## src/rtl/arm_pipe_pkg.sv

```systemverilog
// Shared types and constants for the ARM-style pipeline stall/flush controller.
package arm_pipe_pkg;

    // Register-number width and the always-zero register.
    localparam int                REG_AW = 5;
    localparam logic [REG_AW-1:0] XZR    = 5'd31;

    // Controller FSM states.
    typedef enum logic [1:0] {
        RUN      = 2'd0,
        MEM_WAIT = 2'd1,
        FAULT    = 2'd2
    } stall_state_t;

    // Bundle of the per-cycle pipeline-register control strobes.
    typedef struct packed {
        logic stall_pc;
        logic stall_ifid;
        logic stall_idex;
        logic stall_exmem;
        logic bubble_idex;
        logic flush_ifid;
        logic flush_idex;
    } stall_ctrl_t;

    localparam stall_ctrl_t CTRL_IDLE = '0;

    // Freeze every stallable register (memory wait and fault).
    function automatic stall_ctrl_t ctrl_hold_all();
        stall_ctrl_t c;
        c             = CTRL_IDLE;
        c.stall_pc    = 1'b1;
        c.stall_ifid  = 1'b1;
        c.stall_idex  = 1'b1;
        c.stall_exmem = 1'b1;
        return c;
    endfunction

    // Normal-flow decision: a taken branch squashes the ID instruction,
    // so it wins over a load-use hazard seen in the same cycle.
    function automatic stall_ctrl_t ctrl_run(input logic branch_taken, input logic lu);
        stall_ctrl_t c;
        c = CTRL_IDLE;
        if (branch_taken) begin
            c.flush_ifid = 1'b1;
            c.flush_idex = 1'b1;
        end else if (lu) begin
            c.stall_pc    = 1'b1;
            c.stall_ifid  = 1'b1;
            c.bubble_idex = 1'b1;
        end
        return c;
    endfunction

endpackage

```

## src/rtl/pipe_stall_ctrl_if.sv

```systemverilog
// Hazard inputs and stall/flush outputs exchanged between the pipeline
// datapath (master) and the stall controller (slave).
interface pipe_stall_ctrl_if #(
    parameter int CNT_W = 32
);
    import arm_pipe_pkg::*;

    logic [REG_AW-1:0] id_rn;
    logic [REG_AW-1:0] id_rm;
    logic              id_uses_rn;
    logic              id_uses_rm;
    logic              ex_mem_read;
    logic [REG_AW-1:0] ex_rd;
    logic              dmem_busy;
    logic              branch_taken;

    logic              Stall_PC;
    logic              Stall_IFID;
    logic              Stall_IDEX;
    logic              Stall_EXMEM;
    logic              Bubble_IDEX;
    logic              Flush_IFID;
    logic              Flush_IDEX;
    logic              mem_fault;
    logic [CNT_W-1:0]  stall_cycles;

    modport master (
        output id_rn, id_rm, id_uses_rn, id_uses_rm,
        output ex_mem_read, ex_rd, dmem_busy, branch_taken,
        input  Stall_PC, Stall_IFID, Stall_IDEX, Stall_EXMEM,
        input  Bubble_IDEX, Flush_IFID, Flush_IDEX,
        input  mem_fault, stall_cycles
    );

    modport slave (
        input  id_rn, id_rm, id_uses_rn, id_uses_rm,
        input  ex_mem_read, ex_rd, dmem_busy, branch_taken,
        output Stall_PC, Stall_IFID, Stall_IDEX, Stall_EXMEM,
        output Bubble_IDEX, Flush_IFID, Flush_IDEX,
        output mem_fault, stall_cycles
    );

endinterface

```

## src/rtl/load_use_detect.sv

```systemverilog
// Combinational load-use hazard comparator: the load in EX writes a register
// that the instruction in ID actually reads. XZR never carries a dependency.
module load_use_detect
    import arm_pipe_pkg::*;
(
    input  logic              ex_mem_read,
    input  logic [REG_AW-1:0] ex_rd,
    input  logic [REG_AW-1:0] id_rn,
    input  logic [REG_AW-1:0] id_rm,
    input  logic              id_uses_rn,
    input  logic              id_uses_rm,
    output logic              lu
);

    logic rn_hit;
    logic rm_hit;

    assign rn_hit = id_uses_rn && (id_rn == ex_rd);
    assign rm_hit = id_uses_rm && (id_rm == ex_rd);
    assign lu     = ex_mem_read && (ex_rd != XZR) && (rn_hit || rm_hit);

endmodule

```

## src/rtl/pipe_stall_ctrl.sv

```systemverilog
// Pipeline stall/flush controller: load-use bubbles, whole-pipe hold during
// data-memory waits, wrong-path flush on taken branches, a memory-wait
// timeout trap and a saturating stall-cycle counter.
module pipe_stall_ctrl
    import arm_pipe_pkg::*;
#(
    parameter int TIMEOUT = 255,
    parameter int CNT_W   = 32
) (
    input logic               clk,
    input logic               Reset,
    pipe_stall_ctrl_if.slave  bus
);

    // The wait counter records busy cycles spent in MEM_WAIT; the entry
    // cycle (in RUN) is busy cycle 1, so MEM_WAIT cycle k is busy cycle k+2.
    localparam int WAIT_W = (TIMEOUT > 2) ? $clog2(TIMEOUT) : 1;
    localparam logic [WAIT_W-1:0] WAIT_LAST = WAIT_W'((TIMEOUT > 2) ? TIMEOUT - 2 : 0);

    stall_state_t      state;
    stall_state_t      next_state;
    stall_ctrl_t       ctrl;
    logic              lu;
    logic              wait_clr;
    logic              wait_inc;
    logic [WAIT_W-1:0] wait_cnt;
    logic [CNT_W-1:0]  stall_cnt;

    load_use_detect u_lu (
        .ex_mem_read (bus.ex_mem_read),
        .ex_rd       (bus.ex_rd),
        .id_rn       (bus.id_rn),
        .id_rm       (bus.id_rm),
        .id_uses_rn  (bus.id_uses_rn),
        .id_uses_rm  (bus.id_uses_rm),
        .lu          (lu)
    );

    // Next-state and same-cycle control outputs from state and hazard inputs.
    always_comb begin
        // NOTE: every signal written here gets a default first, so no latch is inferred.
        next_state = state;
        ctrl       = CTRL_IDLE;
        wait_clr   = 1'b0;
        wait_inc   = 1'b0;
        unique case (state)
            RUN: begin
                if (bus.dmem_busy) begin
                    ctrl       = ctrl_hold_all();
                    wait_clr   = 1'b1;
                    next_state = (TIMEOUT <= 1) ? FAULT : MEM_WAIT;
                end else begin
                    ctrl = ctrl_run(bus.branch_taken, lu);
                end
            end
            MEM_WAIT: begin
                if (bus.dmem_busy) begin
                    ctrl = ctrl_hold_all();
                    if (wait_cnt == WAIT_LAST) begin
                        next_state = FAULT;
                    end else begin
                        wait_inc = 1'b1;
                    end
                end else begin
                    // Release cycle behaves like RUN so a pending branch or
                    // load-use is not lost.
                    ctrl       = ctrl_run(bus.branch_taken, lu);
                    next_state = RUN;
                end
            end
            FAULT: begin
                ctrl = ctrl_hold_all();
            end
            default: begin
                next_state = RUN;
            end
        endcase
        // While reset is asserted the pipeline registers must be free to load
        // their reset values.
        if (!Reset) begin
            ctrl = CTRL_IDLE;
        end
    end

    // FSM state register with synchronous active-low reset.
    always_ff @(posedge clk) begin
        // NOTE: non-blocking so every register samples the same pre-edge values.
        if (!Reset) begin
            state <= RUN;
        end else begin
            state <= next_state;
        end
    end

    // Consecutive memory-wait cycle counter, cleared on MEM_WAIT entry.
    always_ff @(posedge clk) begin
        if (!Reset) begin
            wait_cnt <= '0;
        end else if (wait_clr) begin
            wait_cnt <= '0;
        end else if (wait_inc) begin
            wait_cnt <= wait_cnt + 1'b1;
        end
    end

    // Saturating count of cycles in which the PC was held.
    always_ff @(posedge clk) begin
        if (!Reset) begin
            stall_cnt <= '0;
        end else if (ctrl.stall_pc && (stall_cnt != '1)) begin
            stall_cnt <= stall_cnt + 1'b1;
        end
    end

    assign bus.Stall_PC     = ctrl.stall_pc;
    assign bus.Stall_IFID   = ctrl.stall_ifid;
    assign bus.Stall_IDEX   = ctrl.stall_idex;
    assign bus.Stall_EXMEM  = ctrl.stall_exmem;
    assign bus.Bubble_IDEX  = ctrl.bubble_idex;
    assign bus.Flush_IFID   = ctrl.flush_ifid;
    assign bus.Flush_IDEX   = ctrl.flush_idex;
    assign bus.mem_fault    = Reset && (state == FAULT);
    assign bus.stall_cycles = stall_cnt;

endmodule

```

## src/flat_wrapper.sv

```systemverilog
// flat-port wrapper written by rule: the top's interface ports become plain ports
module pipe_stall_ctrl_flat import arm_pipe_pkg::*;
#(
    parameter int TIMEOUT = 255,
    parameter int CNT_W   = 32
)
  (clk, Reset, bus_id_rn, bus_id_rm, bus_id_uses_rn, bus_id_uses_rm, bus_ex_mem_read, bus_ex_rd, bus_dmem_busy, bus_branch_taken, bus_Stall_PC, bus_Stall_IFID, bus_Stall_IDEX, bus_Stall_EXMEM, bus_Bubble_IDEX, bus_Flush_IFID, bus_Flush_IDEX, bus_mem_fault, bus_stall_cycles);
  pipe_stall_ctrl_if #(.CNT_W(CNT_W)) bus_i ();
  input logic clk;
  input logic Reset;
  input wire logic [$bits(bus_i.id_rn)-1:0] bus_id_rn;
  input wire logic [$bits(bus_i.id_rm)-1:0] bus_id_rm;
  input wire logic [$bits(bus_i.id_uses_rn)-1:0] bus_id_uses_rn;
  input wire logic [$bits(bus_i.id_uses_rm)-1:0] bus_id_uses_rm;
  input wire logic [$bits(bus_i.ex_mem_read)-1:0] bus_ex_mem_read;
  input wire logic [$bits(bus_i.ex_rd)-1:0] bus_ex_rd;
  input wire logic [$bits(bus_i.dmem_busy)-1:0] bus_dmem_busy;
  input wire logic [$bits(bus_i.branch_taken)-1:0] bus_branch_taken;
  output wire logic [$bits(bus_i.Stall_PC)-1:0] bus_Stall_PC;
  output wire logic [$bits(bus_i.Stall_IFID)-1:0] bus_Stall_IFID;
  output wire logic [$bits(bus_i.Stall_IDEX)-1:0] bus_Stall_IDEX;
  output wire logic [$bits(bus_i.Stall_EXMEM)-1:0] bus_Stall_EXMEM;
  output wire logic [$bits(bus_i.Bubble_IDEX)-1:0] bus_Bubble_IDEX;
  output wire logic [$bits(bus_i.Flush_IFID)-1:0] bus_Flush_IFID;
  output wire logic [$bits(bus_i.Flush_IDEX)-1:0] bus_Flush_IDEX;
  output wire logic [$bits(bus_i.mem_fault)-1:0] bus_mem_fault;
  output wire logic [$bits(bus_i.stall_cycles)-1:0] bus_stall_cycles;
  assign bus_i.id_rn = bus_id_rn;
  assign bus_i.id_rm = bus_id_rm;
  assign bus_i.id_uses_rn = bus_id_uses_rn;
  assign bus_i.id_uses_rm = bus_id_uses_rm;
  assign bus_i.ex_mem_read = bus_ex_mem_read;
  assign bus_i.ex_rd = bus_ex_rd;
  assign bus_i.dmem_busy = bus_dmem_busy;
  assign bus_i.branch_taken = bus_branch_taken;
  assign bus_Stall_PC = bus_i.Stall_PC;
  assign bus_Stall_IFID = bus_i.Stall_IFID;
  assign bus_Stall_IDEX = bus_i.Stall_IDEX;
  assign bus_Stall_EXMEM = bus_i.Stall_EXMEM;
  assign bus_Bubble_IDEX = bus_i.Bubble_IDEX;
  assign bus_Flush_IFID = bus_i.Flush_IFID;
  assign bus_Flush_IDEX = bus_i.Flush_IDEX;
  assign bus_mem_fault = bus_i.mem_fault;
  assign bus_stall_cycles = bus_i.stall_cycles;
  pipe_stall_ctrl #(.TIMEOUT(TIMEOUT), .CNT_W(CNT_W)) u_core (.clk(clk), .Reset(Reset), .bus(bus_i));
endmodule
```

## config.mk

```make
export PLATFORM = sky130hd
export DESIGN_NAME = pipe_stall_ctrl_flat
export DESIGN_NICKNAME = d
export VERILOG_FILES = /design/src/rtl/arm_pipe_pkg.sv /design/src/rtl/pipe_stall_ctrl_if.sv /design/src/rtl/load_use_detect.sv /design/src/rtl/pipe_stall_ctrl.sv /design/src/flat_wrapper.sv
export SDC_FILE = /design/constraint.sdc
export NUM_CORES = 1
export LEC_CHECK = 0
export ABC_CLOCK_PERIOD_IN_PS = 4600
export CELL_PAD_IN_SITES_DETAIL_PLACEMENT = 1
export CELL_PAD_IN_SITES_GLOBAL_PLACEMENT = 2
export CORE_AREA = 2 2 90 92
export DETAILED_ROUTE_END_ITERATION = 16
export DIE_AREA = 0 0 92 94
export GPL_TIMING_DRIVEN = 0
export PLACE_DENSITY_LB_ADDON = 0.3
export SLEW_MARGIN = 25
export SYNTH_ARGS = -nofsm -noshare
export SYNTH_HDL_FRONTEND = slang
export SYNTH_SLANG_ARGS = --single-unit
export TNS_END_PERCENT = 1
```

## constraint.sdc

```tcl
create_clock -name clk -period 4.6 [get_ports clk]
set_input_delay 0.92 -clock clk [delete_from_list [all_inputs] [get_ports clk]]
set_output_delay 0.92 -clock clk [all_outputs]
set_load 0.1 [all_outputs]
```

Word level (Yosys, flattened, before mapping)
Index checks and enable logic that the tools add are counted.
{"block": "op_classes", "add_sub_neg": 2, "mul": 0, "div_mod_pow": 0, "magnitude_cmp": 0, "eq_ne": 9, "shifts": 0, "mux": 17, "n_bitwise": 2, "n_reduce_logical": 11}
{"op": "$add A32 B1 Y32 const B", "count": 1}
{"op": "$ne A32 B32 Y1 const B", "count": 1}
{"op": "$mux W7", "count": 2}
{"op": "$pmux W7 S2", "count": 1}
{"op": "$mux W2", "count": 6}
{"op": "$eq A5 B5 Y1", "count": 2}
{"op": "$add A8 B1 Y8 const B", "count": 1}
{"op": "$eq A8 B8 Y1 const B", "count": 1}
{"op": "$mux W1", "count": 7}
{"op": "$logic_and A1 B1 Y1", "count": 6}
{"op": "$pmux W2 S3", "count": 1}
{"op": "$ne A5 B5 Y1 const B", "count": 1}
{"op": "$reduce_or A2 Y1", "count": 2}
{"op": "$ne A3 B2 Y1 const B", "count": 1}
{"op": "$reduce_and A3 Y1", "count": 1}
{"op": "$eq A2 B1 Y1 const B", "count": 1}
{"op": "$eq A2 B2 Y1 const B", "count": 1}
{"op": "$logic_not A2 Y1", "count": 1}
{"op": "$ne A2 B2 Y1 const B", "count": 1}
{"op": "$not A1 Y1", "count": 2}
{"op": "$logic_or A1 B1 Y1", "count": 1}
{"block": "totals", "register_bits": 42, "latchBits": 0, "ramBits": 0, "rom_bits": 0, "inputBits": 22, "out_inout_bits": 40, "mem_count": 0}

Logic depth before layout (Yosys ltp)
{"block": "depth", "ltp_word": 10, "mapped_depth": 9, "depth_no_buf": 8}

Modules after synthesis
From an unflattened synthesis, not the netlist that was laid out.
{"block": "hier_totals", "cells_unflattened": 279, "hier_area_um2": 2358.5}
{"module": "pipe_stall_ctrl", "n_inst": 1, "cells_each": 261, "area_each_um2": 2229.6}
{"module": "load_use_detect", "n_inst": 1, "cells_each": 18, "area_each_um2": 128.9}

Worst setup path before layout
Ideal clock, no wire load.
{"block": "synth_timing", "kind": "input port to output port", "start": "input Reset", "end": "output bus_mem_fault", "arrival_time_ps": 3193, "path_slack_ps": 487, "stages": 3, "cell_sequence": "inv_1 > clkbuf_1 > nor3_1"}
{"block": "synth_between", "elab_chain_cells": 1}
{"element": "from (decl)", "line": "flat_wrapper.sv:10", "text": "input logic Reset;"}
{"element": "$logic_and A1 B1 Y1", "line": "pipe_stall_ctrl.sv:122", "text": "assign bus.mem_fault = Reset && (state == FAULT);"}
{"element": "to (decl)", "line": "flat_wrapper.sv:26", "text": "output wire logic [$bits(bus_i.mem_fault)-1:0] bus_mem_fault;"}
Every way passes these cells.

Worst setup path after layout
{"block": "layout_timing", "start": "input Reset", "end": "output bus_Stall_IDEX"}
{"block": "layout_between", "elab_chain_cells": 1}
{"element": "$mux W7", "line": "pipe_stall_ctrl.sv:80", "text": "if (!Reset) begin"}
{"element": "to (decl)", "line": "flat_wrapper.sv:21", "text": "output wire logic [$bits(bus_i.Stall_IDEX)-1:0] bus_Stall_IDEX;"}
Every way passes these cells.

==> reports/qor.txt <==
ANT nets after route: 0
vias per cell: 5.17
DP Cell Count: 433
Netlist Area Pre-Place: 2260 µm²
die area: 8650 µm²
number of antenna diodes: 0
Synth Area per Inst: 8.38 µm²
Routed WL: 6.51 mm
Post-synth EDFFs: 0
reg-to-reg slack, setup: 2.31 ns
sequential share of the synthesized area: 37.1%
DP Area: 3000 µm²
Hold Crit Class: flop to flop
synth top area cells: dfxtp_1, a21oi_1, or3_1, o21ai_0, xnor2_1
total design power: 0.000758 W
Syn. warnings: 0
Starting Density: 29.8%
Die Wd: 92 µm
syn_nets: 295
slowest stage cell, crit path: clkdlybuf4s50_1
Max FO, Critical Path: 10
ys async rst share: 0%
Clk Latency, worst-skew pair: 0.30 ns
Yosys top cell by area: dfxtp_1
Setup TNS: 0 ns
Final Cycle Share: 91.7%
iteration count of the initial detailed-routing pass: 3
Rows: 32
Max Fclk: 237 MHz
WP buf/inv: 4
Top delay family on crit path: buffers and inverters
Num CTS Buffers: 5
Setup Fix Bufs, Post-CTS: 0
final instance area: 3110 µm²
Register-to-Register Path Depth: 6
top cell type's share of synthesized area: 37.1%
Ports: 62
clock sink count: 42
worst slew pin tran: 0.992 ns
Residual DRC: 0
FF-to-FF End: u_core.bus.stall_cycles[27]$_SDFFE_PN0P_
vias in the first global route: 2239
CP Class: input port to output pin
crit-path max cell delay: 1.12 ns
top_reg_cell synth: dfxtp_1
GRT Util Overall: 15.9%
Clock Pin Slew Worst Setup and Hold Paths: 0.08 ns
RSZ-0062 raised after global routing: false
nets: 363
Placer Congestion: 0.730
fin crit period: 4.22 ns
slew margin rel.: 33.6%
Mapped Cells: 270
clk root buf: clkbuf_8
status: complete, no violations
worst vdd ir: 0.0970 mV
P_leak: 1.01 nW
CTS H-tree depth: 2
CP dominant cell by count: clkdlybuf4s50_1
Area Overhead vs Synth: 37.5%
layout cells sized above 1: 8.26%
cell with the most instances after synthesis: dfxtp_1
grt ovf: 0
PortBufs: 61
routed vias: 2282
clock skew: 0.0110 ns
FF+latch count, synth: 42
crit-path cells: clkdlybuf4s50_1, clkbuf_1, nand2_1, nor2_1, buf_4, clkdlybuf4s50_1
Core Region: 7610 µm²
Endpoint, Worst Hold: u_core.bus.stall_cycles[10]$_SDFFE_PN0P_
r2r startpoint: u_core.bus.stall_cycles[2]$_SDFFE_PN0P_
Final WS setup: 0.380 ns
hold path start: u_core.bus.stall_cycles[10]$_SDFFE_PN0P_
hold depth: 2
clk buf depth: 2
# setup viols final: 0
Detail Placement HPWL: 4.99 mm
max-slew violations: 0
Final Non-Filler Cells: 441
crit path DAT: 3.30 ns
Unique masters post-synth: 44
crit path capture type: output pin
CTS tree: done
endpoints failing hold: 0
pre-CTS setup slack: 0.0227 ns
Req. time, crit path: 3.68 ns
WL/cell: 14.8 µm
initial DRC count: 49
Die Span Y: 94 µm
first-pass GRT wire length: 11.0 mm
most frequent cells after synthesis: dfxtp_1, a21oi_1, nand2_1
max_cap viols: 0
Critical Path Start Type: input port
largest net degree at the start of global routing: 13
initial antenna violation count: 0
Pwr per Cell Area: 244 nW/µm²
-- layer usage --
metal / vias to the layer above / track usage, % / share of wire [%]
li1: 1143 / - / -
met1: 1081 / 19.9 / 47
met2: 51 / 27.5 / 47
met3: 7 / 3.45 / 4.6
met4: 0 / 5.22 / 1.3
met5: - / 0 / 0
-- worst register-to-register path, stage by stage (launching register included) --
cell and delay, ns:
dfxtp_1 0.35, clkbuf_1 0.29, nand3_1 0.33, nor3_2 0.59
nand3_1 0.19, or3_1 0.35, a21oi_1 0.13
-- layout by cell type (no fill, tap or decap), types with 3 or more instances in the layout --
| cell type | n |
|---|---|
| o31ai_1 | 10 |
| xnor2_1 | 11 |
| xor2_1 | 6 |
| clkdlybuf4s50_1 | 59 |
| dfxtp_1 | 42 |
| clkbuf_1 | 7 |
| and3_1 | 6 |
| and4_1 | 4 |
| clkbuf_8 | 6 |
| nand2_1 | 25 |
| or3_1 | 19 |
| nand4_1 | 14 |
| ha_1 | 3 |
| or4_1 | 7 |
| o211ai_1 | 3 |
| inv_1 | 7 |
| o21ai_0 | 20 |
| buf_4 | 3 |
| nor2_1 | 14 |
| a21oi_1 | 27 |
| nand3_1 | 10 |
-- metrics by stage --
step	hold slack (ns)	utilization (%)
global route	0.530	40.9
finish	0.499	40.9
detailed placement	0.491	39.5
CTS	0.503	40.9
floorplan	0.459	-
global placement	0.474	39.5
-- flip-flops by register name, summed over array words and instances (netlist names) --
signal and cells:
u_core.wait_cnt 8, u_core.bus.stall_cycles 32, u_core.state 2
-- repair_timing --
item                                    4_1_cts  5_1_grt
hold buffers                                  0        0
endpoints found under the setup margin        0        2
resized for setup                             0        2
-- where the power goes --
part	internal, W	switching [W]
sequential	0.000365	0.00000293
clock	0.000163	0.000130
combinational	0.0000377	0.0000596
-- layout make-up --
class                           count  area (µm²)
Multi-Input combinational cell    207        1300
Fill cell                         932        4490
Sequential cell                    42         841
Inverter                            7        26.3
Clock buffer                        7        76.3
Tap cell                          102         128
Clock inverter                      1        30.0
Timing Repair Buffer               61         616
Buffer                             14        92.6
-- worst max-delay path by stage --
stage	start	endpoint	slack (ns)	cells after the start
2_1_floorplan	Reset	bus_mem_fault	0.49	3
3_3_place_gp	bus_ex_rd[4]	bus_Stall_PC	0.06	8
3_5_place_dp	bus_ex_rd[4]	bus_Stall_PC	0.02	8
4_1_cts	bus_ex_rd[4]	bus_Stall_PC	0.01	8
5_1_grt	Reset	bus_Stall_IDEX	0.20	6
6_report	Reset	bus_Stall_IDEX	0.38	6
-- cells by family (layout without fill, tap and decap cells) --
family          Yosys count  in the layout  share of synthesized area, %
flops                    42             42                          37.1
simple gates            116            116                          30.1
compound gates           69             69                          18.4
buf+inv                  21             90                          5.25
mux                       2              2                         0.885
xor+xnor                 17             17                          6.58
fa+ha+maj                 3              3                          1.66
No activity file was read; power rests on OpenSTA's default activity.
